--- src/rtl/spi_bus_arbiter.sv ---
// Round-robin arbiter sharing one SPI master among N_REQ requesters; full 8-bit frames.
// Optional grant locking across frames is compiled in with `define SPI_BURST_EN.
module spi_bus_arbiter #(
  parameter int N_REQ    = 4,
  parameter int CLK_DIV  = 4,
  parameter int SS_SETUP = 2,
  parameter int SS_GAP   = 2
) (
  input  logic                 clk,
  input  logic                 rst_n,
  input  logic [N_REQ-1:0]     req,
  input  logic [N_REQ-1:0]     lock,
  input  logic [8*N_REQ-1:0]   wdata,
  output logic [N_REQ-1:0]     gnt,
  output logic [N_REQ-1:0]     done,
  output logic [7:0]           rdata,
  output logic                 busy,
  output logic                 ss,
  output logic                 sck,
  output logic                 mosi,
  input  logic                 miso
);

  localparam int IW   = (N_REQ > 1) ? $clog2(N_REQ) : 1;
  localparam int MAXC = (CLK_DIV > SS_SETUP) ? ((CLK_DIV > SS_GAP) ? CLK_DIV : SS_GAP)
                                             : ((SS_SETUP > SS_GAP) ? SS_SETUP : SS_GAP);
  localparam int CW   = $clog2(MAXC + 1);
  localparam logic [CW-1:0] DIV_LAST   = CW'(CLK_DIV - 1);
  localparam logic [CW-1:0] SETUP_LAST = CW'(SS_SETUP - 1);
  localparam logic [CW-1:0] GAP_LAST   = CW'(SS_GAP - 1);

  typedef enum logic [2:0] {IDLE, SETUP, BIT_LO, BIT_HI, TAIL, GAP} state_t;

  state_t           state_reg, state_next;
  logic [CW-1:0]    cnt_reg, cnt_next;
  logic [7:0]       tx_reg, tx_next;
  logic [7:0]       rx_reg, rx_next;
  logic [2:0]       bit_reg, bit_next;
  logic [IW-1:0]    ptr_reg, ptr_next;
  logic [IW-1:0]    owner_reg, owner_next;
  logic [N_REQ-1:0] gnt_reg, gnt_next;
  logic             burst_reg, burst_next;
  logic [N_REQ-1:0] done_reg;
  logic [7:0]       rdata_reg;
  logic             ss_reg, sck_reg, mosi_reg;
  logic             miso_s1, miso_s2;
  logic [IW-1:0]    win_idx;
  logic [IW:0]      sum;
  logic             frame_end;

  logic [7:0] wbyte [N_REQ];
  for (genvar gi = 0; gi < N_REQ; gi++) begin : g_wbyte
    assign wbyte[gi] = wdata[8*gi +: 8];
  end

`ifndef SPI_BURST_EN
  logic unused_lock;
  assign unused_lock = ^lock;
`endif

  // Scan downwards so the requester closest at-or-after ptr is the last writer.
  always_comb begin
    win_idx = ptr_reg;
    sum     = '0;
    for (int k = N_REQ - 1; k >= 0; k--) begin
      sum = {1'b0, ptr_reg} + (IW+1)'(k);
      if (sum >= (IW+1)'(N_REQ)) sum = sum - (IW+1)'(N_REQ);
      if (req[sum[IW-1:0]]) win_idx = sum[IW-1:0];
    end
  end

  always_comb begin
    state_next = state_reg;
    cnt_next   = cnt_reg + 1'b1;
    tx_next    = tx_reg;
    rx_next    = rx_reg;
    bit_next   = bit_reg;
    ptr_next   = ptr_reg;
    owner_next = owner_reg;
    gnt_next   = gnt_reg;
    burst_next = burst_reg;
    case (state_reg)
      IDLE: begin
        cnt_next = '0;
        if (burst_reg) begin
          tx_next    = wbyte[owner_reg];
          rx_next    = '0;
          bit_next   = '0;
          burst_next = 1'b0;
          state_next = SETUP;
        end else if (|req) begin
          tx_next    = wbyte[win_idx];
          rx_next    = '0;
          bit_next   = '0;
          owner_next = win_idx;
          gnt_next   = N_REQ'(1) << win_idx;
          ptr_next   = (win_idx == IW'(N_REQ - 1)) ? '0 : win_idx + 1'b1;
          state_next = SETUP;
        end
      end
      SETUP: if (cnt_reg == SETUP_LAST) begin
        cnt_next   = '0;
        state_next = BIT_LO;
      end
      BIT_LO: if (cnt_reg == DIV_LAST) begin
        rx_next[bit_reg] = miso_s2;
        cnt_next         = '0;
        state_next       = BIT_HI;
      end
      BIT_HI: if (cnt_reg == DIV_LAST) begin
        tx_next    = {tx_reg[6:0], 1'b0};
        bit_next   = bit_reg + 3'd1;
        cnt_next   = '0;
        state_next = (bit_reg == 3'd7) ? TAIL : BIT_LO;
      end
      TAIL: if (cnt_reg == DIV_LAST) begin
        cnt_next   = '0;
        state_next = GAP;
      end
      GAP: if (cnt_reg == GAP_LAST) begin
        cnt_next   = '0;
        state_next = IDLE;
`ifdef SPI_BURST_EN
        if (|(gnt_reg & lock & req)) burst_next = 1'b1;
        else                         gnt_next   = '0;
`else
        gnt_next = '0;
`endif
      end
      default: state_next = IDLE;
    endcase
  end

  // done and rdata change together on the edge into the final GAP cycle.
  assign frame_end = (state_next == GAP) && (cnt_next == GAP_LAST);

  always_ff @(posedge clk or negedge rst_n) begin
    if (!rst_n) begin
      state_reg <= IDLE;
      cnt_reg   <= '0;
      tx_reg    <= '0;
      rx_reg    <= '0;
      bit_reg   <= '0;
      ptr_reg   <= '0;
      owner_reg <= '0;
      gnt_reg   <= '0;
      burst_reg <= 1'b0;
      done_reg  <= '0;
      rdata_reg <= '0;
      ss_reg    <= 1'b1;
      sck_reg   <= 1'b0;
      mosi_reg  <= 1'b0;
      miso_s1   <= 1'b0;
      miso_s2   <= 1'b0;
    end else begin
      state_reg <= state_next;
      cnt_reg   <= cnt_next;
      tx_reg    <= tx_next;
      rx_reg    <= rx_next;
      bit_reg   <= bit_next;
      ptr_reg   <= ptr_next;
      owner_reg <= owner_next;
      gnt_reg   <= gnt_next;
      burst_reg <= burst_next;
      done_reg  <= frame_end ? gnt_reg : '0;
      if (frame_end) rdata_reg <= rx_reg;
      ss_reg    <= !(state_next inside {SETUP, BIT_LO, BIT_HI, TAIL});
      sck_reg   <= (state_next == BIT_HI);
      mosi_reg  <= (state_next inside {BIT_LO, BIT_HI}) ? tx_next[7] : 1'b0;
      miso_s1   <= miso;
      miso_s2   <= miso_s1;
    end
  end

  assign gnt   = gnt_reg;
  assign done  = done_reg;
  assign rdata = rdata_reg;
  assign busy  = (state_reg != IDLE);
  assign ss    = ss_reg;
  assign sck   = sck_reg;
  assign mosi  = mosi_reg;

endmodule

--- config.mk ---
export PLATFORM = sky130hd
export DESIGN_NAME = spi_bus_arbiter
export DESIGN_NICKNAME = d
export VERILOG_FILES = /design/src/rtl/spi_bus_arbiter.sv
export SDC_FILE = /design/constraint.sdc
export NUM_CORES = 1
export LEC_CHECK = 0
export BUFFER_PORTS_ARGS = -buffer_cell sky130_fd_sc_hd__buf_2
export CORE_MARGIN = 3
export CORE_UTILIZATION = 55
export CTS_CLUSTER_SIZE = 30
export DETAILED_ROUTE_END_ITERATION = 7
export PLACE_DENSITY_LB_ADDON = 0.15
export SLEW_MARGIN = 5
export SYNTH_ARGS = -nofsm -noshare
export SYNTH_HDL_FRONTEND = slang
export SYNTH_SLANG_ARGS = --single-unit
--- constraint.sdc ---
create_clock -name clk -period 5.5 [get_ports clk]
set_input_delay 0.275 -clock clk [delete_from_list [all_inputs] [get_ports clk]]
set_output_delay 0.275 -clock clk [all_outputs]
set_load 0.005 [all_outputs]
==> results of run 1 <==
-- report_power, final --
group | internal [mW] | leakage [nW] | switching [mW]
registers | 0.460 | 0.622 | 0.107
clock network | 0.102 | 0.0434 | 0.121
logic | 0.250 | 0.879 | 0.308
total | 0.812 | 1.54 | 0.536
-- worst reg2reg max path, delay by kind of cell (launching register included) --
family	cells	cell delay, ns
muxes	1	0.36
AOI/OAI and AO/OA	1	0.15
and+or+nand+nor	3	1.55
DFF	1	0.57
-- routing by layer --
metal | track usage [%] | routed length, µm | share of wire [%] | vias up
met2 | 31.3 | 2490 | 48 | 53
met5 | 0 | 0 | 0 | -
met3 | 3.74 | 233 | 4.5 | 7
li1 | - | - | - | 1033
met1 | 27.4 | 2440 | 47 | 991
met4 | 5.53 | 57 | 1.1 | 0
-- cell usage after synthesis, types with 3 or more instances --
cell type / count
o21a_1: 3
a31oi_1: 5
o21ai_0: 21
nand2_1: 19
nor2b_1: 3
mux2i_1: 16
a21oi_1: 11
clkbuf_1: 7
mux2_4: 6
nand2b_1: 8
dfrtp_1: 47
o31ai_1: 5
ha_1: 11
or2_2: 5
o221ai_1: 8
a22o_1: 4
buf_2: 3
nand4_1: 3
inv_1: 17
nor2_1: 16
nand3_1: 6
and3_1: 6
-- final cells by class --
cell class | count | area [µm²]
repair buffers | 58 | 290
multi-input cells | 181 | 1300
fillers | 381 | 1450
clock inverters | 2 | 15.0
inverters | 17 | 63.8
well taps | 52 | 65.1
clock buffers | 6 | 82.6
flip-flops and latches | 48 | 1200
-- cells by family after synthesis --
group	Yosys count	synth area share, %
AND/OR/NAND/NOR	79	16.6
AO/OA/AOI/OAI	66	16.9
flip-flops	48	45.8
buffers and inverters	30	4.71
multiplexers	25	10.8
adder cells (fa/ha/maj)	11	5.24
-- worst paths after layout --
check	end	slack (ns)
max in group asynchronous	tx_reg[7]	4.71
worst min register to register	miso_s2	0.36
worst max register to register	rdata[0]	2.76
worst max-delay path	rdata[0]	2.76
worst min-delay path	miso_s1	0.07
min in group asynchronous	rdata[5]	0.15
-- stage by stage --
step	setup WS [ns]	total power [mW]	hold slack (ns)	std cells	util, %
3_3_place_gp	2.81	1.11	0.334	356	65.3
5_1_grt	2.63	1.46	0.0621	364	67.5
6_report	2.76	1.35	0.0714	364	67.5
3_5_place_dp	2.78	1.13	0.342	356	65.3
2_1_floorplan	3.12	0.985	-0.0206	259	-
4_1_cts	2.76	1.35	0.0648	364	67.5
==> metrics.yaml, run 1 <==
status: "completed"
crit_arrival_ns: 2.93
routed_wirelength_mm: 5.22
clock_latency_ns: 0.30
required_ns: 5.69
antenna_found_initial: 0
clock-skew-final_ns: 0.00605
portBuffers: 58
cts-htree-levels: 2
root_buffer: "clkbuf_8"
synth-seq-area-share_pct: 45.8
cp_top_family: "simple AND/OR/NAND/NOR gates"
fin_tns_setup_ns: 0
cp-end-kind: "register"
cts.reportedPaths.clkPinSlew_ns: 0.09
tightest_slew_ns: 1.05
synth_top_area_share_pct: 44.8
synth_area_leaders: "dfrtp_1 45%, mux2i_1 6.1%, ha_1 5.2%"
cts_inserted_buffers: 5
min_from: "miso"
die_x_um: 75.1
fmax_mhz: 365
drt-pass1-iter-count: 4
crit_cells: 5
async_flop_share_pct: 100
min_period_ns: 2.74
syn_area_um2: 2630
core_area_um2: 4470
synth_edf_count: 0
post_cts_resize_count: 0
cp_max_fo: 18
crit_path_start_kind: "register"
final_common_cell: "buf_2"
cts_buffer_depth: 2
die_y_um: 75.1
maxCapViolCount: 0
drive_gt1_share_pct: 27.2
final_cell_area_um2: 3020
cts_hold_buffers: 0
setup_viol: 0
max_slew_margin_pct: 30.2
layout_worst_path_cycle_share_pct: 49.8
track_usage_pct: 19.6
slowest_delay_ns: 0.70
syn_inst: 259
clkSinkCount: 48
post_dp_cell_area_um2: 2920
rows: 24
cts_setup_buffers: 0
p_leak_nw: 1.54
initial_core_util_pct: 58.7
grt_pass1_vias: 1829
vias: 2084
powerDensity_nw_per_um2: 446
rsz0062_at_grt: "no"
r2r_start: "state_reg[0]"
tritoncts: "built"
synth.net_count: 313
viasPerCell: 5.73
yosysTopAreaCell: "dfrtp_1"
synth_seq_cells: 48
antennaDiodeCount: 0
routabilityCongestion: 0.888
areaGrowthSynthToFinish_pct: 15.0
critPathLaunch: "state_reg[0]"
drv_slew: 0
die_area_um2: 5640
crit_type: "register to register"
r2r_cells: 5
io_pins: 63
peakVddDrop_mv: 0.244
grt-ovfl-total: 0
ys_warn_count: 0
yosysUniqueCellTypes: 45
hold_viol: 0
ant_nets: 0
drc: 0
grt_max_degree: 49
crit_chain: "or3_4 -> nor2_4 -> a211oi_2 -> or4b_4 -> mux2_1"
grt_pass1_wl_mm: 8.54
dp_hpwl_mm: 3.81
post_synth.cell_area_avg_um2: 10.1
min_path_cells: 1
ys.flop_type: "dfrtp_1"
final_net_count: 365
crit_buf_inv: 0
drt_iter0_markers: 121
crit_slowest_cell: "or4b_4"
final_cell_mix: "58 x buf_2, 47 x dfrtp_1, 21 x o21ai_0"
hold_class: "primary input to register"
routedWlPerCell_um: 14.3
Note: power is estimated with default switching activity, not from simulation.
==> run 2: changes to the inputs <==
--- a/config.mk
+++ b/config.mk
@@ -7,7 +7,7 @@
 export LEC_CHECK = 0
 export BUFFER_PORTS_ARGS = -buffer_cell sky130_fd_sc_hd__buf_2
 export CORE_MARGIN = 3
-export CORE_UTILIZATION = 55
+export CORE_UTILIZATION = 53
 export CTS_CLUSTER_SIZE = 30
 export DETAILED_ROUTE_END_ITERATION = 7
 export PLACE_DENSITY_LB_ADDON = 0.15
==> constraint.sdc (replaced) <==
create_clock -name clk -period 2.8 [get_ports clk]
set_input_delay 0.14 -clock clk [delete_from_list [all_inputs] [get_ports clk]]
set_output_delay 0.14 -clock clk [all_outputs]
set_load 0.005 [all_outputs]
==> metrics.yaml, run 2 (synthesized netlist as in run 1, its figures left out) <==
ant_nets: 0  # unchanged
routedWlPerCell_um: 14.0  # -2.0%
status: "finished with violations"
setup_slack_ns: 0.219  # -2.54 ns
grt_pass1_wl_mm: 9.18  # +7.5%
rows: 24  # unchanged
fin_hold_ws_ns: -0.00547  # -0.0769 ns
final_cell_mix: "58 x buf_2, 47 x dfrtp_1, 21 x o21ai_0"
crit_arrival_ns: 2.78  # -0.15 ns
min_period_ns: 2.58  # -0.157 ns
io_pins: 63  # unchanged
layout_worst_path_cycle_share_pct: 92.2  # +42 points
r2r_slack_ns: 0.22  # -2.54 ns
placed_cells: 374  # +5.1%
rsz0062_at_grt: "no"
drv_slew: 0  # unchanged
slowest_delay_ns: 0.71  # about the same
areaGrowthSynthToFinish_pct: 18.0
hold_class: "primary input to async pin"
vias: 2137  # +2.5%
maxCapViolCount: 0  # unchanged
die_area_um2: 5840  # +3.5%
violations: "negative hold slack"
drt_iter0_markers: 127  # +5.0%
drt-pass1-iter-count: 4  # unchanged
clock_latency_ns: 0.30  # about the same
cts.reportedPaths.clkPinSlew_ns: 0.09  # about the same
crit_chain: "ha_1 -> ha_2 -> nand2b_1 -> o31ai_1 -> a211oi_2 -> or4b_4 -> mux2_1"
grt-ovfl-total: 0  # unchanged
clkSinkCount: 48  # unchanged
antennaDiodeCount: 0  # unchanged
critPathLaunch: "cnt_reg[0]"
peakVddDrop_mv: 0.565  # +130%
fin_tns_setup_ns: 0  # unchanged
cp_top_family: "simple AND/OR/NAND/NOR gates"
root_buffer: "clkbuf_8"
required_ns: 2.99  # -2.70 ns
tritoncts: "built"
track_usage_pct: 19.2  # -0.47 points
final_common_cell: "buf_2"
core_area_um2: 4560  # +2.0%
drive_gt1_share_pct: 28.6  # +1.4 points
pre_cts_ws_ns: 0.161  # -2.61 ns
r2r_end: "rdata[0]"
hold_viol: 5  # +5
cp_max_fo: 12  # -6
cts-htree-levels: 2  # unchanged
crit_type: "register to register"
fmax_mhz: 387  # +6.1%
grt_max_degree: 49  # unchanged
powerDensity_nw_per_um2: 890  # +99%
crit_path_start_kind: "register"
crit_slowest_cell: "or4b_4"
max_slew_margin_pct: 33.6  # +3.4 points
setup_viol: 0  # unchanged
grt_pass1_vias: 1998  # +9.2%
cts_buffer_depth: 2  # unchanged
crit_buf_inv: 0  # unchanged
fillCellCount: 382  # +0.26%
initial_core_util_pct: 57.6  # -1.2 points
viasPerCell: 5.58  # -2.5%
cts_inserted_buffers: 5  # unchanged
drc: 0  # unchanged
finalPower_mw: 2.76  # +100%
r2r_cells: 7  # +2
routed_wirelength_mm: 5.38  # +3.1%
cp-end-kind: "register"
routabilityCongestion: 0.870  # -2.0%
die_x_um: 76.4  # +1.7%
p_leak_nw: 1.58  # +2.5%
clock-skew-final_ns: 0.00600  # -0.0000530 ns
tightest_slew_ns: 0.996  # -0.0509 ns
dp_hpwl_mm: 3.93  # +3.0%
antenna_found_initial: 0  # unchanged
portBuffers: 58  # unchanged
r2r_start: "cnt_reg[0]"
die_y_um: 76.4  # +1.7%
final_net_count: 371  # +1.6%
stdcell_count: 383  # +5.2%
==> run 2: cell count changes in the layout (fill, tap and decap cells not counted) <==
| cell | delta |
|---|---|
| clkinv_2 | +1 |
| ha_1 | -1 |
| clkinvlp_4 | -1 |
| ha_2 | +1 |
| buf_4 | +5 |
| bufinv_16 | +1 |
| dlygate4sd3_1 | +1 |
| clkbuf_8 | -1 |
==> run 2: worst reg2reg max path, cell delays in order (launching register included) <==
cell	delay, ns
dfrtp_1	0.38
ha_1	0.21
ha_2	0.28
nand2b_1	0.13
o31ai_1	0.29
a211oi_2	0.12
or4b_4	0.71
mux2_1	0.35
==> run 2: through the flow <==
step                      hold slack [ns]  util, %  instance area (µm²)
after floorplan                    -0.156        -                 2630
after global placement              0.248     65.2                 2980
after detailed placement            0.252     65.2                 2980
after CTS                          0.0406     67.9                 3100
after global routing               0.0926     67.9                 3100
final                            -0.00547     67.9                 3100
==> run 2: area by class of cell <==
class                   instances  area (µm²)  share of cell area (%)
clock inverters                 3        42.5                    1.37
inverters                      17        63.8                    2.06
clock buffers                   5        68.8                    2.22
flip-flops and latches         48        1200                    38.8
repair buffers                 64         338                    10.9
well taps                      65        81.3                    2.62
multi-input cells             181        1300                    42.1
==> run 2: worst max path at each step <==
stage,endpoint,slack [ns],cells after the start
floorplan,rdata[1],0.42,8
global route,rdata[0],0.1,7
detailed placement,rdata[0],0.16,7
global placement,rdata[0],0.26,7
finish,rdata[0],0.22,7
CTS,rdata[0],0.15,7
==> run 2: report_power, final <==
group / internal, mW / switching [mW] / total (mW)
registers: 0.904 / 0.185 / 1.09
logic: 0.522 / 0.652 / 1.17
clock network: 0.264 / 0.231 / 0.495
total: 1.69 / 1.07 / 2.76
==> run 2: routing by layer <==
metal	global-route usage (%)	share of wire [%]	up-vias
li1	-	-	1046
met1	25.1	44	992
met2	30.0	47	77
met3	4.14	5.6	22
met4	9.60	3.1	0
met5	0	0	-
==> run 2: timing repair <==
item,4_1_cts,5_1_grt
setup endpoints to repair,0,1
buffers inserted,0,0
endpoints found under the hold margin,1,0
gates resized for setup,0,1
hold buffers,1,0
